`config.mk`:
```
export PLATFORM = sky130hd
export DESIGN_NAME = cpuc_mem_arbiter_flat
export DESIGN_NICKNAME = d
export VERILOG_FILES = /design/src/rtl/cpuc_mem_arbiter_pkg.sv /design/src/rtl/cpuc_mem_arbiter_if.sv /design/src/rtl/cpuc_mem_arbiter_rr_pick.sv /design/src/rtl/cpuc_mem_arbiter.sv /design/src/flat_wrapper.sv
export SDC_FILE = /design/constraint.sdc
export NUM_CORES = 1
export LEC_CHECK = 0
export ABC_AREA = 1
export CORE_MARGIN = 5
export CORE_UTILIZATION = 41
export CTS_BUF_LIST = sky130_fd_sc_hd__clkbuf_16
export DETAILED_ROUTE_END_ITERATION = 8
export PLACE_DENSITY = 0.92
export SLEW_MARGIN = 20
export SYNTH_ARGS = -nofsm -noshare
export SYNTH_HDL_FRONTEND = slang
export SYNTH_HIERARCHICAL = 1
export SYNTH_SLANG_ARGS = --single-unit
```
`constraint.sdc`:
```
create_clock -name clk -period 5.8 [get_ports clk]
set_clock_uncertainty 0.2 [all_clocks]
set_input_delay 1.16 -clock clk [delete_from_list [all_inputs] [get_ports clk]]
set_output_delay 1.16 -clock clk [all_outputs]
set_load 0.05 [all_outputs]
```
`src/rtl/cpuc_mem_arbiter_pkg.sv`:
```
// ----------------------------------------------------------------------------
// cpuc_mem_arbiter_pkg
//   Shared constants and types for the RAM-port arbiter: bus widths, number
//   of requesters, burst cap, arbiter state encoding, the per-requester beat
//   record and a helper for index widths.
// ----------------------------------------------------------------------------
package cpuc_mem_arbiter_pkg;

    localparam int ADDR_WIDTH = 8;
    localparam int DATA_WIDTH = 16;

    // Requesters: 0 = fetch, 1 = load/store, 2 = debug/DMA.
    localparam int NUM_REQ    = 3;
    // Longest locked burst; 1 turns locking off entirely.
    localparam int MAX_BURST  = 8;

    typedef enum logic {
        ARB_IDLE = 1'b0,
        ARB_OWN  = 1'b1
    } t_arb_state;

    typedef struct packed {
        logic                  valid;
        logic                  we;
        logic                  last;
        logic [ADDR_WIDTH-1:0] addr;
        logic [DATA_WIDTH-1:0] wdata;
    } t_mem_req;

    // Width of an index into n items; never less than one bit.
    function automatic int idx_width(input int n);
        return (n > 1) ? $clog2(n) : 1;
    endfunction

endpackage

```
`src/rtl/cpuc_mem_arbiter_if.sv`:
```
// ----------------------------------------------------------------------------
// cpuc_mem_arbiter_if
//   Requester-side bus of the arbiter.
//   req_valid/we/last/addr/wdata : one beat per requester (driven by master)
//   req_ready                    : one-hot acceptance (driven by slave)
//   rsp_valid/rsp_id/rsp_rdata   : registered read response (driven by slave)
//   Modports: master = requesters, slave = arbiter.
// ----------------------------------------------------------------------------
interface cpuc_mem_arbiter_if;
    import cpuc_mem_arbiter_pkg::*;

    localparam int ID_W = idx_width(NUM_REQ);

    logic [NUM_REQ-1:0]                 req_valid;
    logic [NUM_REQ-1:0]                 req_we;
    logic [NUM_REQ-1:0]                 req_last;
    logic [NUM_REQ-1:0][ADDR_WIDTH-1:0] req_addr;
    logic [NUM_REQ-1:0][DATA_WIDTH-1:0] req_wdata;
    logic [NUM_REQ-1:0]                 req_ready;
    logic                               rsp_valid;
    logic [ID_W-1:0]                    rsp_id;
    logic [DATA_WIDTH-1:0]              rsp_rdata;

    modport master (
        output req_valid, req_we, req_last, req_addr, req_wdata,
        input  req_ready, rsp_valid, rsp_id, rsp_rdata
    );

    modport slave (
        input  req_valid, req_we, req_last, req_addr, req_wdata,
        output req_ready, rsp_valid, rsp_id, rsp_rdata
    );

endinterface

```
`src/rtl/cpuc_mem_arbiter_rr_pick.sv`:
```
// ----------------------------------------------------------------------------
// cpuc_rr_pick
//   Combinational round-robin priority picker. Scans ptr+1, ptr+2, ...
//   (modulo N_REQ) and selects the first asserted valid bit.
//   valid  : request vector
//   ptr    : index of the most recent winner
//   grant  : one-hot winner (zero when nothing is valid)
//   winner : index of the winner (0 when nothing is valid)
//   any    : at least one request is valid
// ----------------------------------------------------------------------------
module cpuc_rr_pick
    import cpuc_mem_arbiter_pkg::*;
#(
    parameter int N_REQ = 3,
    localparam int ID_W = idx_width(N_REQ)
) (
    input  logic [N_REQ-1:0] valid,
    input  logic [ID_W-1:0]  ptr,
    output logic [N_REQ-1:0] grant,
    output logic [ID_W-1:0]  winner,
    output logic             any
);

    int              idx;
    logic [ID_W-1:0] sel;

    always_comb begin
        // NOTE: every output and temporary gets a default before the scan,
        // so no path leaves one unassigned and no latch is inferred.
        grant  = '0;
        winner = '0;
        any    = 1'b0;
        idx    = 0;
        sel    = '0;
        for (int k = 1; k <= N_REQ; k++) begin
            idx = (int'(ptr) + k) % N_REQ;
            sel = ID_W'(idx);
            if (!any && valid[sel]) begin
                any        = 1'b1;
                grant[sel] = 1'b1;
                winner     = sel;
            end
        end
    end

endmodule

```
`src/rtl/cpuc_mem_arbiter.sv`:
```
// ----------------------------------------------------------------------------
// cpuc_mem_arbiter
//   Round-robin arbiter sharing one port of cpuc_dual_ram between NUM_REQ
//   requesters, with optional locked bursts capped at MAX_BURST beats.
//   clk, rst    : single clock, synchronous active-high reset
//   bus         : requester beats in, one-hot ready and read response out
//   ram_address : to RAM address_x (0 when idle)
//   ram_wren    : to RAM wren_x
//   ram_data    : to RAM data_x (0 when idle)
//   ram_q       : from RAM q_x, combinational read of ram_address
//   Read data returns exactly one cycle after acceptance; writes are silent.
// ----------------------------------------------------------------------------
module cpuc_mem_arbiter
    import cpuc_mem_arbiter_pkg::*;
(
    input  logic                  clk,
    input  logic                  rst,
    cpuc_mem_arbiter_if.slave     bus,
    output logic [ADDR_WIDTH-1:0] ram_address,
    output logic                  ram_wren,
    output logic [DATA_WIDTH-1:0] ram_data,
    input  logic [DATA_WIDTH-1:0] ram_q
);

    localparam int ID_W  = idx_width(NUM_REQ);
    localparam int CNT_W = $clog2(MAX_BURST + 1);

    t_arb_state       state_q, state_d;
    logic [ID_W-1:0]  ptr_q, ptr_d;
    logic [ID_W-1:0]  owner_q, owner_d;
    logic [CNT_W-1:0] cnt_q, cnt_d, cnt_inc;

    logic [NUM_REQ-1:0] pick_grant;
    logic [ID_W-1:0]    pick_winner;
    logic               pick_any;

    logic               accept;
    logic [ID_W-1:0]    acc_id;
    t_mem_req           sel;

    cpuc_rr_pick #(.N_REQ(NUM_REQ)) u_pick (
        .valid  (bus.req_valid),
        .ptr    (ptr_q),
        .grant  (pick_grant),
        .winner (pick_winner),
        .any    (pick_any)
    );

    // Next-state logic: who may be granted this cycle and how the lock evolves.
    always_comb begin
        state_d = state_q;
        ptr_d   = ptr_q;
        owner_d = owner_q;
        cnt_d   = cnt_q;
        cnt_inc = cnt_q + CNT_W'(1);
        accept  = 1'b0;
        acc_id  = pick_winner;

        unique case (state_q)
            ARB_IDLE: begin
                if (pick_any) begin
                    accept = 1'b1;
                    ptr_d  = pick_winner;
                    if (!bus.req_last[pick_winner] && MAX_BURST > 1) begin
                        state_d = ARB_OWN;
                        owner_d = pick_winner;
                        cnt_d   = CNT_W'(1);
                    end
                end
            end
            ARB_OWN: begin
                acc_id = owner_q;
                if (bus.req_valid[owner_q]) begin
                    accept = 1'b1;
                    cnt_d  = cnt_inc;
                    // Release on the marked last beat or when the cap is hit.
                    if (bus.req_last[owner_q] || cnt_inc == CNT_W'(MAX_BURST))
                        state_d = ARB_IDLE;
                end else begin
                    // Owner went quiet: give the port back to arbitration.
                    state_d = ARB_IDLE;
                end
            end
            default: state_d = ARB_IDLE;
        endcase

        // Nothing is accepted while reset is held, so the RAM is not touched.
        if (rst)
            accept = 1'b0;
    end

    always_comb begin
        sel.valid = bus.req_valid[acc_id];
        sel.we    = bus.req_we[acc_id];
        sel.last  = bus.req_last[acc_id];
        sel.addr  = bus.req_addr[acc_id];
        sel.wdata = bus.req_wdata[acc_id];
    end

    always_comb begin
        bus.req_ready = '0;
        ram_wren      = 1'b0;
        ram_address   = '0;
        ram_data      = '0;
        if (accept) begin
            bus.req_ready[acc_id] = 1'b1;
            ram_wren              = sel.we;
            ram_address           = sel.addr;
            ram_data              = sel.wdata;
        end
    end

    always_ff @(posedge clk) begin
        // NOTE: non-blocking assignments so every flop samples the pre-edge
        // values no matter in which order the statements are written.
        if (rst) begin
            state_q       <= ARB_IDLE;
            ptr_q         <= ID_W'(NUM_REQ - 1);
            owner_q       <= '0;
            cnt_q         <= '0;
            bus.rsp_valid <= 1'b0;
            bus.rsp_id    <= '0;
            bus.rsp_rdata <= '0;
        end else begin
            state_q       <= state_d;
            ptr_q         <= ptr_d;
            owner_q       <= owner_d;
            cnt_q         <= cnt_d;
            bus.rsp_valid <= accept && !sel.we;
            if (accept && !sel.we) begin
                bus.rsp_id    <= acc_id;
                bus.rsp_rdata <= ram_q;
            end
        end
    end

endmodule

```
`src/flat_wrapper.sv`:
```
// flat-port wrapper written by rule: the top's interface ports become plain ports
module cpuc_mem_arbiter_flat import cpuc_mem_arbiter_pkg::*;
  (clk, rst, ram_address, ram_wren, ram_data, ram_q, bus_req_valid, bus_req_we, bus_req_last, bus_req_addr, bus_req_wdata, bus_req_ready, bus_rsp_valid, bus_rsp_id, bus_rsp_rdata);
  cpuc_mem_arbiter_if bus_i ();
  input  logic clk;
  input  logic rst;
  output logic [ADDR_WIDTH-1:0] ram_address;
  output logic ram_wren;
  output logic [DATA_WIDTH-1:0] ram_data;
  input  logic [DATA_WIDTH-1:0] ram_q;
  input wire logic [$bits(bus_i.req_valid)-1:0] bus_req_valid;
  input wire logic [$bits(bus_i.req_we)-1:0] bus_req_we;
  input wire logic [$bits(bus_i.req_last)-1:0] bus_req_last;
  input wire logic [$bits(bus_i.req_addr)-1:0] bus_req_addr;
  input wire logic [$bits(bus_i.req_wdata)-1:0] bus_req_wdata;
  output wire logic [$bits(bus_i.req_ready)-1:0] bus_req_ready;
  output wire logic [$bits(bus_i.rsp_valid)-1:0] bus_rsp_valid;
  output wire logic [$bits(bus_i.rsp_id)-1:0] bus_rsp_id;
  output wire logic [$bits(bus_i.rsp_rdata)-1:0] bus_rsp_rdata;
  assign bus_i.req_valid = bus_req_valid;
  assign bus_i.req_we = bus_req_we;
  assign bus_i.req_last = bus_req_last;
  assign bus_i.req_addr = bus_req_addr;
  assign bus_i.req_wdata = bus_req_wdata;
  assign bus_req_ready = bus_i.req_ready;
  assign bus_rsp_valid = bus_i.rsp_valid;
  assign bus_rsp_id = bus_i.rsp_id;
  assign bus_rsp_rdata = bus_i.rsp_rdata;
  cpuc_mem_arbiter u_core (.clk(clk), .rst(rst), .bus(bus_i), .ram_address(ram_address), .ram_wren(ram_wren), .ram_data(ram_data), .ram_q(ram_q));
endmodule
```
==> summary.md, run 1 <==
| Metric | Value |
|---|---|
| CTS tree | yes |
| Final HPWL DP | around 6400 um |
| Worst-case reg-to-reg path depth | 17 |
| WS Path Type | input pin to output pin |
| Min Tclk post-route | 5.561 ns |
| Clk_lat worst skew | between 0.2 and 0.3 ns |
| Leak pwr | approximately 1.7 nW |
| Diode count | 0 |
| Htree depth | 1 |
| Total negative slack | 0 ns |
| Actual slew at the worst max-slew pin | between 0.6 and 0.7 ns |
| Core ar. | 0.005473 sq mm |
| Peak supply drop | between 0.4 and 0.5 mV |
| P&R area growth vs syn | 65.43% |
| Max FO, Critical Path | 16 |
| All-Layer GR Usage | 0.2066 |
| First-pass GRT wire length | 12,320 um |
| P per Cell Area | around 730 mW/mm^2 |
| Endpoint type of the worst setup path | output pin |
| Hold EP | u_core/bus.rsp_rdata[13] |
| Crit path launch type | input pin |
| Fillers | 439 |
| I/O pin cnt | 146 |
| Mapped cell area | between 0.002 and 0.0025 sq mm |
| Req. time, crit path | approximately 4.4 ns |
| Vias in the first global route | about 2,600 |
| Pre-antenna DRT Iters | 4 |
| Port buffer count | about 150 |
| Hold_ws | around 0.28 ns |
| Cell Rows | 27 |
| Inst Count DP | 574 |
| Design Power | 0.002797 W |
| Num CTS Buffers | 3 |
| Hold Fails Final Rpt | 0 |
| Final global-route overflow total | 0 |
| Reg-to-Reg End | u_core/bus.rsp_rdata[14] |
| Setup bufs post-CTS | 0 |
| R2R setup slack | approximately 2.7 ns |
| DRC | 0 |
| Sink Count | 28 |
| Non-Filler Instances | 578 |
| Total number of vias | around 2,800 |
| Share of layout cells above drive strength 1 | 0.1186 |
| Max-slew violation count | 0 |
| Pin count of the biggest net entering global routing | around 40 |
| Avg Inst Size Synth | about 6.2 sq um |
| Worst min path class | flop to flop |
| Ys Warns | 6 |
| Die area | 0.007214 sq mm |
| Die Wd | between 80 and 90 um |
| Initial Util | 0.4207 |
| Initial drt markers | 150 |
| Worst Setup SP | bus_req_valid[2] |
| Initial antenna violation count | 0 |
| Dpl cell area | 0.003704 sq mm |
| GPL Wtd Cong | just under 1 |
| Cts repair resizes | 0 |
| Period Utilization, post-route | 0.9588 |
| Reg clk slew, reported paths | approximately 0.070 ns |
| Routed Antenna Nets | 0 |
| Syn Inst Count | around 370 |
| Synth Net Count | between 400 and 500 |
| Final setup viols | 0 |
| Max_cap viols | 0 |
| Hold_buf cts | 0 |
| Hold path cells | 2 |
| Status | finished clean |
| FF+latch area | approximately 560 sq um |
| Startpoint of the worst hold path | u_core/bus.rsp_rdata[13] |
| Final Cell Area | ~0.0038 sq mm |
| Max clock buf depth | 2 |
| DR WL/cell | approximately 14 um |
| Vias per cell | just under 5 |
| Relative slew slack | 0.5703 |
| Area of the multi-input gates | between 0.001 and 0.0015 sq mm |
| Critical R2R Launch | u_core/ptr_q[0] |
| Crit path arrival time | 4.20 ns |
| Fmax | approximately 180 MHz |
| Total Wirelength | about 7900 um |
| RSZ-0062 raised after global routing | false |
| Root buffer cell | clkbuf_16 |
| Nets | 611 |
| Die Ht | around 85 um |
[worst max-delay path, cell delays in order]
cell	delay [ns]
clkdlybuf4s50_1	0.51
inv_1	0.11
o21ai_0	0.20
nand2_2	0.11
inv_1	0.08
nand2_1	0.06
nand2_1	0.07
inv_1	0.04
nand2_1	0.15
inv_2	0.07
nand2_1	0.07
nand2_2	0.10
nor2_4	0.35
nand2_1	0.11
a31oi_1	0.19
clkdlybuf4s50_1	0.83
[area by class of cell]
cell class / count / area share
clock buffers: 3 / 0.01971
clock inverters: 1 / 0.007884
inverters: 46 / 0.04763
multi-input cells: 279 / 0.3748
flip-flops and latches: 28 / 0.1472
well taps: 72 / 0.02365
repair buffers: 149 / 0.3791
[per-layer routing]
layer | track usage | vias up | routed length [um]
li1 | - | 1453 | -
met2 | 0.3972 | 97 | 4170
met3 | 0.04175 | 10 | 494
met1 | 0.2318 | 1275 | 3087
met5 | 0 | - | 0
met4 | 0.04604 | 0 | 119
[report_power, final]
| part | total [W] | internal, W | leakage, nW | switching (W) |
|---|---|---|---|---|
| Combinational | 0.00227 | 0.000704 | 1.43 | 0.00156 |
| Sequential | 0.000327 | 0.000276 | 0.230 | 0.0000507 |
| Clock | 0.000202 | 0.000137 | 0.0511 | 0.0000648 |
[metrics by stage]
stage                 util  setup WS [ns]
finish              0.6959         0.2389
global route        0.6959        0.02316
CTS                 0.6959         0.2420
detailed placement  0.6767         0.2505
global placement    0.6767         0.4079
floorplan                -         0.9960
[registers in the layout (all words and copies together), names as in the netlist]
name                  count
u_core/state_q            1
u_core/bus.rsp_id         2
u_core/ptr_q              2
u_core/cnt_q              4
u_core/bus.rsp_valid      1
u_core/bus.rsp_rdata     16
u_core/owner_q            2
[cell usage in the layout (no fill, tap or decap), drive strengths merged]
| master | instances |
|---|---|
| a21oi | 28 |
| a22oi | 2 |
| a31oi | 11 |
| buf | 19 |
| bufinv | 1 |
| clkbuf | 3 |
| clkdlybuf4s50 | 130 |
| clkinv | 1 |
| dfxtp | 28 |
| ha | 5 |
| inv | 45 |
| nand2 | 135 |
| nand3 | 56 |
| nor2 | 30 |
| o21a | 1 |
| o21ai | 8 |
| o31ai | 1 |
| or2 | 1 |
| xnor2 | 1 |
[worst max path at each step]
stage | to | cells after the start
6_report | ram_address[5] | 16
5_1_grt | ram_data[15] | 16
4_1_cts | ram_address[5] | 16
3_5_place_dp | ram_address[5] | 16
3_3_place_gp | ram_address[5] | 16
2_1_floorplan | ram_data[1] | 13
No activity file was read; power rests on OpenSTA's default activity.
==> run 2, diff against run 1 <==
- CTS_BUF_LIST: sky130_fd_sc_hd__clkbuf_16 -> default
- CTS_CLUSTER_SIZE: default -> 12
==> summary.md, run 2 (synthesis results as in run 1) <==
| Metric | Value |
|---|---|
| Status | finished clean |
| CTS tree | yes |
| FF+latch area | between 500 and 600 sq um |
| Peak supply drop | between 0.4 and 0.5 mV |
| P&R area growth vs syn | 63.97% |
| Initial drt markers | 150 |
| Setup crit end | ram_address[0] |
| Cells along the critical path | clkdlybuf4s50_1 -> inv_1 -> o21ai_0 -> nand2_2 -> inv_1 -> nand2_1 -> nand2_1 -> inv_1 -> nand2_1 -> inv_2 -> nand2_1 -> nand2_2 -> nor2_4 -> nand2_1 -> a31oi_1 -> clkdlybuf4s50_1 |
| Die Wd | 84.94 um |
| RSZ-0062 raised after global routing | false |
| Critical Path Max Stage Delay | 0.82 ns |
| Initial Util | 0.4207 |
| Worst Setup SP | bus_req_valid[2] |
| Share of layout cells above drive strength 1 | 0.1186 |
| Die Ht | roughly 85 um |
| Final HPWL DP | around 6400 um |
| CP Depth | 16 |
| GPL Wtd Cong | 0.9900 |
| Num CTS Buffers | 3 |
| Sink Count | 28 |
| Worst min path class | flop to flop |
| Total number of vias | roughly 2,800 |
| Cell Rows | 27 |
| Nets | 611 |
| DRC | 0 |
| Core ar. | 0.005473 sq mm |
| Crit path launch type | input pin |
| Max FO, Critical Path | 16 |
| All-Layer GR Usage | 0.2045 |
| Req. time, crit path | roughly 4.4 ns |
| Total Wirelength | 7885 um |
| Vias in the first global route | between 2,000 and 3,000 |
| Hold Fails Final Rpt | 0 |
| Max_cap viols | 0 |
| Clk_lat worst skew | 0.27 ns |
| Commonest non-fill, non-tap cell in the layout | clkdlybuf4s50_1 |
| Fillers | about 450 |
| Hold_buf cts | 0 |
| Min Tclk post-route | 5.569 ns |
| Crit path arrival time | between 4 and 5 ns |
| Diode count | 0 |
| Pre-antenna DRT Iters | 4 |
| Worst-case reg-to-reg path depth | 17 |
| Htree depth | 1 |
| Final setup viols | 0 |
| Area of the multi-input gates | between 0.001 and 0.0015 sq mm |
| Total negative slack | 0 ns |
| I/O pin cnt | approximately 150 |
| Max clock buf depth | 2 |
| Non-Filler Instances | roughly 580 |
| Initial antenna violation count | 0 |
| Setup bufs post-CTS | 0 |
| Final global-route overflow total | 0 |
| Root buffer cell | clkbuf_8 |
| Critical R2R Launch | u_core/ptr_q[0] |
| Pin count of the biggest net entering global routing | between 40 and 50 |
| Reg clk slew, reported paths | around 0.090 ns |
| First-pass GRT wire length | 12,210 um |
| DR WL/cell | about 14 um |
| Largest register FFs | 16 |
| Vias per cell | between 4 and 5 |
| Fmax | about 180 MHz |
| Relative slew slack | 0.5653 |
| Routed Antenna Nets | 0 |
| Most frequent cells in the layout | clkdlybuf4s50_1 (130), nand2_1 (118), nand3_1 (52) |
| Top cell by count, worst path | nand2_1 |
| CP max stage cell | clkdlybuf4s50_1 |
| Port buffer count | 145 |
| WS Path Type | input pin to output pin |
| Endpoint type of the worst setup path | output pin |
| Cts repair resizes | 0 |
| Worst path bufs/invs | 6 |
| Hold path cells | 2 |
| Most flops, register | u_core/bus.rsp_rdata |
| Biggest regs | u_core/bus.rsp_rdata x16, u_core/cnt_q x4 |
| Die area | between 0.007 and 0.008 sq mm |
| Hold_ws | between 0.2 and 0.3 ns |
| Leak pwr | 1.695 nW |
| Reg-to-Reg End | u_core/bus.rsp_rdata[14] |
| Actual slew at the worst max-slew pin | roughly 0.65 ns |
| Period Utilization, post-route | 0.9603 |
| R2R setup slack | 2.69 ns |
| Max-slew violation count | 0 |
| Inst Count DP | 574 |
| Cell family with most CP delay | buffers and inverters |
| P per Cell Area | 728.6 mW/mm^2 |
## run 2: cell counts in the layout (fill, tap and decap cells not counted)
No cell type changed its count.
## run 2: worst min-delay path by stage
stage	from	end	slack, ns
floorplan	u_core/ptr_q[0]	u_core/ptr_q[0]	0.26
global placement	u_core/bus.rsp_rdata[4]	u_core/bus.rsp_rdata[4]	0.26
detailed placement	u_core/bus.rsp_id[0]	u_core/bus.rsp_id[0]	0.27
CTS	u_core/bus.rsp_id[0]	u_core/bus.rsp_id[0]	0.29
global route	u_core/bus.rsp_rdata[5]	u_core/bus.rsp_rdata[5]	0.31
finish	u_core/bus.rsp_rdata[13]	u_core/bus.rsp_rdata[13]	0.29
## run 2: worst min-delay path: cells and delay by family (launching register included)
kind               cells  cell delay [ns]
DFF                    1             0.33
and+or+nand+nor        1             0.08
AOI/OAI and AO/OA      1             0.04
## run 2: where the power goes
group	internal (W)	total [W]	switching [W]
clock	0.0000924	0.000152	0.0000600
sequential	0.000276	0.000327	0.0000507
combinational	0.000704	0.00227	0.00157
total	0.00107	0.00275	0.00168
## run 2: final cells by class
cell class | instances | area share
Clock buffer | 3 | 0.01094
Clock inverter | 1 | 0.007955
Inverter | 46 | 0.04806
Multi-Input combinational cell | 279 | 0.3782
Sequential cell | 28 | 0.1485
Tap cell | 72 | 0.02386
Timing Repair Buffer | 149 | 0.3825
## run 2: through the flow
stage	setup slack (ns)	utilization	power [W]	cell area, sq um
2_1_floorplan	0.9960	-	0.002046	2302
4_1_cts	0.2420	0.6898	0.002760	3775
3_3_place_gp	0.4079	0.6767	0.002560	3704
3_5_place_dp	0.2505	0.6767	0.002605	3704
5_1_grt	0.02316	0.6898	0.002926	3775
6_report	0.2305	0.6898	0.002751	3775
## run 2: layer usage
| metal | vias to the layer above | global-route usage | share of wire |
|---|---|---|---|
| met5 | - | 0 | 0 |
| met4 | 0 | 0.04604 | 0.016 |
| met3 | 12 | 0.03883 | 0.070 |
| met2 | 109 | 0.3936 | 0.52 |
| met1 | 1253 | 0.2306 | 0.40 |
| li1 | 1452 | - | - |
==> run 3, diff against run 2 <==
- CTS_CLUSTER_DIAMETER: default -> 40
==> results of run 3 <==
The final DEF is identical to that of run 2; final timing and power are the same.
